**config.mk**
```make
export PLATFORM = sky130hd
export DESIGN_NAME = mem_responder
export DESIGN_NICKNAME = d
export VERILOG_FILES = /design/src/rtl/mem_pkg.sv /design/src/rtl/mem_array.sv /design/src/rtl/mem_responder.sv
export SDC_FILE = /design/constraint.sdc
export NUM_CORES = 2
export LEC_CHECK = 0
export CAP_MARGIN = 40
export CORE_ASPECT_RATIO = 0.9
export CORE_MARGIN = 8
export CORE_UTILIZATION = 55
export CTS_BUF_LIST = sky130_fd_sc_hd__clkbuf_8
export DETAILED_ROUTE_END_ITERATION = 6
export GPL_TIMING_DRIVEN = 0
export PLACE_DENSITY = 0.71
export SLEW_MARGIN = 20
export SYNTH_ARGS = -nofsm -noshare
export SYNTH_HDL_FRONTEND = slang
export SYNTH_HIERARCHICAL = 1
export SYNTH_SLANG_ARGS = --single-unit
```
**constraint.sdc**
```tcl
create_clock -name clock -period 4.1 [get_ports clock]
set_input_delay 0.82 -clock clock [delete_from_list [all_inputs] [get_ports clock]]
set_output_delay 0.82 -clock clock [all_outputs]
set_load 0.02 [all_outputs]
```
**src/rtl/mem_pkg.sv**
```systemverilog
// mem_pkg: shared definitions for the memory responder slice.
//   WORD_W      - data word width.
//   op_e        - access direction, matches the CPU's MemReadWrite encoding.
//   IDLE/WAIT/RESP - responder FSM state codes.
//   word_index  - byte address to RAM word index, upper bits masked off.
package mem_pkg;

  localparam int unsigned WORD_W = 32;

  typedef enum logic {
    MEM_READ  = 1'b0,
    MEM_WRITE = 1'b1
  } op_e;

  localparam logic [1:0] IDLE = 2'd0;
  localparam logic [1:0] WAIT = 2'd1;
  localparam logic [1:0] RESP = 2'd2;

  // Keeps addr[addr_w-1:2]; higher bits alias and addr[1:0] selects a byte.
  function automatic logic [31:0] word_index(input logic [31:0] addr,
                                             input int unsigned addr_w);
    logic [31:0] mask;
    mask = (32'd1 << addr_w) - 32'd1;
    return (addr & mask) >> 2;
  endfunction

endpackage

```
**src/rtl/mem_array.sv**
```systemverilog
// mem_array: word-organised RAM without reset.
//   clock     - write clock, rising edge.
//   we        - write enable.
//   widx      - write word index.
//   wdata     - write data.
//   ridx      - read word index (combinational read).
//   rdata_raw - contents at ridx before any same-edge write.
module mem_array
  import mem_pkg::*;
#(
  parameter int unsigned DEPTH = 64,
  parameter int unsigned IDX_W = $clog2(DEPTH)
) (
  input  logic              clock,
  input  logic              we,
  input  logic [IDX_W-1:0]  widx,
  input  logic [WORD_W-1:0] wdata,
  input  logic [IDX_W-1:0]  ridx,
  output logic [WORD_W-1:0] rdata_raw
);

  logic [WORD_W-1:0] mem [DEPTH];

  always_ff @(posedge clock) begin
    if (we) begin
      mem[widx] <= wdata;
    end
  end

  assign rdata_raw = mem[ridx];

endmodule

```
**src/rtl/mem_responder.sv**
```systemverilog
// mem_responder: memory-side responder with request/ready handshake for the
// multicycle CPU. Writes complete one cycle after acceptance, reads after
// READ_LAT cycles; ready pulses for one cycle in RESP.
//   clock  - system clock, rising edge.
//   reset  - asynchronous, active-high.
//   req    - access request, sampled only while idle.
//   wr     - 0 = read, 1 = write.
//   addr   - byte address; word index is addr[ADDR_W-1:2].
//   wdata  - write data.
//   rdata  - read data, held until the next read completes.
//   ready  - one-cycle completion pulse.
//   busy   - access in progress; requests ignored while high.
//   err    - only with MEM_ALIGN_CHECK_EN defined: misaligned access flag in RESP.
module mem_responder
  import mem_pkg::*;
#(
  parameter int unsigned ADDR_W   = 8,
  parameter int unsigned READ_LAT = 2
) (
  input  logic        clock,
  input  logic        reset,
  input  logic        req,
  input  logic        wr,
  input  logic [31:0] addr,
  input  logic [31:0] wdata,
  output logic [31:0] rdata,
  output logic        ready,
  output logic        busy
`ifdef MEM_ALIGN_CHECK_EN
  ,
  output logic        err
`endif
);

  localparam int unsigned DEPTH = 2 ** (ADDR_W - 2);
  localparam int unsigned IDX_W = ADDR_W - 2;
  localparam int unsigned CNT_W = 4;

  logic [1:0]        state_q, state_d;
  logic [CNT_W-1:0]  cnt_q, cnt_d;
  logic [WORD_W-1:0] data_q, data_d;
  logic [WORD_W-1:0] rdata_q, rdata_d;
  logic [WORD_W-1:0] rdata_raw;
  logic [WORD_W-1:0] read_val;
  logic [31:0]       idx_full;
  logic [IDX_W-1:0]  idx;
  logic              accept;
  logic              mis;
  logic              we;
  logic              unused_idx;

  assign idx_full   = word_index(addr, ADDR_W);
  assign idx        = idx_full[IDX_W-1:0];
  assign unused_idx = ^idx_full[31:IDX_W];

`ifdef MEM_ALIGN_CHECK_EN
  logic mis_q;
  assign mis = (addr[1:0] != 2'b00);
`else
  assign mis = 1'b0;
`endif

  assign accept   = (state_q == IDLE) && req;
  assign we       = accept && (wr == MEM_WRITE) && !mis;
  // A misaligned read never looks at the RAM and returns zero.
  assign read_val = mis ? '0 : rdata_raw;

  mem_array #(
    .DEPTH (DEPTH),
    .IDX_W (IDX_W)
  ) u_mem_array (
    .clock     (clock),
    .we        (we),
    .widx      (idx),
    .wdata     (wdata),
    .ridx      (idx),
    .rdata_raw (rdata_raw)
  );

  // Read data is captured at acceptance, so the index and direction need no
  // latch: WAIT is only ever entered by reads.
  always_comb begin
    state_d = state_q;
    cnt_d   = cnt_q;
    data_d  = data_q;
    rdata_d = rdata_q;
    case (state_q)
      IDLE: begin
        if (req) begin
          if (wr == MEM_WRITE) begin
            state_d = RESP;
          end else begin
            data_d = read_val;
            if (READ_LAT == 1) begin
              state_d = RESP;
              rdata_d = read_val;
            end else begin
              state_d = WAIT;
              cnt_d   = CNT_W'(READ_LAT - 2);
            end
          end
        end
      end
      WAIT: begin
        if (cnt_q == '0) begin
          state_d = RESP;
          rdata_d = data_q;
        end else begin
          cnt_d = cnt_q - 1'b1;
        end
      end
      RESP:    state_d = IDLE;
      default: state_d = IDLE;
    endcase
  end

  always_ff @(posedge clock or posedge reset) begin
    if (reset) begin
      state_q <= IDLE;
      cnt_q   <= '0;
      data_q  <= '0;
      rdata_q <= '0;
    end else begin
      state_q <= state_d;
      cnt_q   <= cnt_d;
      data_q  <= data_d;
      rdata_q <= rdata_d;
    end
  end

`ifdef MEM_ALIGN_CHECK_EN
  always_ff @(posedge clock or posedge reset) begin
    if (reset) begin
      mis_q <= 1'b0;
    end else if (accept) begin
      mis_q <= mis;
    end
  end

  assign err = (state_q == RESP) && mis_q;
`endif

  assign rdata = rdata_q;
  assign ready = (state_q == RESP);
  assign busy  = (state_q != IDLE);

endmodule

```
==> reports/results.ini <==
[detailed_routing]
route.met2.wl_mm = 106
wl_per_cell_um = 38.0
drt-met1-wl_mm = 82.6
ant_nets = 0
drt_iter0_markers = 7667
drc = 0
wl_mm = 242
vias = 43300
viasPerCell = 6.80
met3_length_mm = 39.6
first_pass_iters = 5
routed.top_layer = met5

[grt]
antenna_found_initial = 18
grt_max_degree = 65
grt_usage_pct = 30.1
grt_first_pass_wirelength_mm = 331
grt_overflow = 0
first_global_vias = 42300

[critical_path]
critical_path.top_delay_family = buffers and inverters
cpPeakStageDelay_ns = 0.75
worst-path-buf-inv = 5
cp_max_fo = 10
crit_path_cell_trace = buf_2 -> buf_2 -> buf_2 -> clkbuf_1 -> buf_2 -> mux2i_1 -> a21oi_1 -> a21oi_1 -> nor2_1 -> nand2_1 -> nand2_1
end_kind = flop
cp.required_ns = 5.05
ff2ff_path_depth = 9
cpMostUsedCell = buf_2
slowest_stage = a21oi_1
worst-setup-path-type = input port to flop
r2r-start = state_q[1]
crit_arrival_ns = 5.14
start_kind = input port
r2r_slack_ns = 0.12
r2r-end = u_mem_array/mem[49][15]

[synth]
synth_edf_count = 2048
synth_seq_area_share_pct = 78.3
async_flop_share_pct = 3.31
synth_flop_cell = edfxtp_1
syn_nets = 3603
yosys_warnings = 6
syn_area_mm2 = 0.0808
syn_inst = 3533
synth.distinct_cells = 45
ys_ff_latch = 2118
syn_avg_cell_area_um2 = 22.9

[die]
rows = 133
num_io_pins = 102
start_util_pct = 55.3
dieArea_mm2 = 0.159
core_mm2 = 0.146
die_x_um = 420
die_h_um = 380

[clock_network]
tritoncts = built
worst_skew_pair.late_latency_ns = 1.05
clock_path_buffers = 4
root_buffer = clkbuf_8
clk_pin_slew_ns = 0.06
clock-sinks = 2118
cts-buffers-inserted = 339
htree_levels = 5

[outcome]
violations = negative setup slack
status = finished with violations

[sta]
fin_ws_ns = -0.0951
setup_viol = 5
worst_slew_pin_slew_ns = 1.02
post-route-min-period_ns = 4.20
slew_headroom_pct = 31.8
rsz0062_at_grt = no
hold_viol_final = 0
clock.fmax_mhz = 238
period_share_pct = 102
slew_violations = 0
tns_ns = -0.287
clock_skew_ns = 0.0716
finalHoldWorstSlack_ns = 0.179

[placed_design]
placed_area_mm2 = 0.0884
numPortBuffers = 73
dp_slack_ns = -1.06
hpwl_mm = 164
routabilityCongestion = 0.883

[final_layout]
drive_above_1_share_pct = 31.8
final_nets = 4234
area_delta_synth_final_pct = 17.0
final_core_util_pct = 64.8
fin_area_mm2 = 0.0945

[power]
p_leak_nw = 30.7
pwr_density_cell_mw_per_mm2 = 468
ir_worst_vdd_uv = 363

[job]
max_cap_viol_count = 0

[worst_hold_path]
worstHoldPathType = input port to async pin

registers in the layout, indices dropped and copies added, names as in the netlist:
register,flops
state_q,2
rdata,32
cnt_q,4
u_mem_array/mem,2048
data_q,32
layer usage:
metal	track usage (%)	vias to the layer above
li1	-	16300
met1	40.9	22300
met2	43.2	3901
met3	11.2	799
met4	15.0	8
met5	0	-
power by group:
group	leakage [nW]	internal, mW	total [mW]	switching (mW)
clock	3.37	8.18	16.2	8.03
sequential	19.3	24.1	24.3	0.204
combinational	8.08	1.50	3.70	2.20
stage by stage:
stage,power [mW],cells
2_1_floorplan,26.6,3533
3_3_place_gp,28.2,5563
3_5_place_dp,28.4,5769
4_1_cts,44.3,6352
5_1_grt,45.5,6364
6_report,44.2,6372
cell families after synthesis:
| logic type | Yosys count | share of synthesized area (%) |
|---|---|---|
| and+or+nand+nor | 336 | 1.82 |
| adders and majority gates | 2 | 0.0310 |
| buffers and inverters | 199 | 1.25 |
| AOI/OAI and AO/OA | 205 | 1.65 |
| DFF | 2118 | 78.3 |
| muxes | 673 | 17.0 |
cells in the mapped netlist, types with 7 or more instances:
master	instances	area (um2)
mux2i_1	96	961
buf_2	58	290
mux2_4	29	435
edfxtp_1	2048	61500
nor3_1	8	40.0
nand2b_1	9	56.3
o221ai_1	27	236
nand2_1	126	473
clkbuf_1	80	300
nor2b_1	15	93.8
dfrtp_1	70	1750
a21oi_1	62	310
nor2_1	139	522
nand3_1	7	35.0
mux4_2	544	12300
buf_4	25	188
o22ai_1	84	526
a311oi_1	8	70.1
a22oi_1	12	90.1
buf_1	21	78.8
timing repair:
item                                   4_1_cts  5_1_grt
buffers inserted                             0        0
endpoints found under the hold margin        4        0
setup endpoints to repair                    1       12
hold buffers                                 1        0
gates resized for setup                      1       10
layout by cell type (no fill, tap or decap), drive strengths merged, types with 2 or more instances in the layout:
master,instances
dfrtp,70
o221ai,27
and3,4
nand2,126
or3,4
nand4,3
o32ai,4
nor3,8
mux2i,96
o21ai,2
ha,2
inv,98
edfxtp,2048
o22ai,84
clkinvlp,5
clkbuf,431
nand3b,5
diode,10
buf,356
clkdlybuf4s50,41
and2b,2
or3b,5
mux4,544
nand3,7
and2,2
a21oi,62
a22oi,12
a41o,4
or2,3
clkinv,133
nor2b,15
bufinv,6
nand2b,10
nor2,139
a311oi,8
mux2,33
worst max path at each step:
stage | from | endpoint | depth (start not counted)
2_1_floorplan | req | u_mem_array/mem[48][0] | 5
3_3_place_gp | wr | u_mem_array/mem[49][15] | 6
3_5_place_dp | addr[2] | data_q[6] | 12
4_1_cts | addr[2] | data_q[6] | 12
5_1_grt | addr[2] | data_q[25] | 12
6_report | addr[3] | data_q[21] | 11
final cells by class:
| class | count | area, um2 |
|---|---|---|
| plain buffers | 193 | 1010 |
| multi-input cells | 1216 | 17000 |
| diodes | 10 | 25.0 |
| inverters | 6 | 25.0 |
| fillers | 9194 | 51400 |
| flip-flops and latches | 2118 | 63300 |
| clock buffers | 346 | 4760 |
| well taps | 1957 | 2450 |
| clock inverters | 236 | 1110 |
| repair buffers | 290 | 4850 |
No activity file was read; power rests on OpenSTA's default activity.
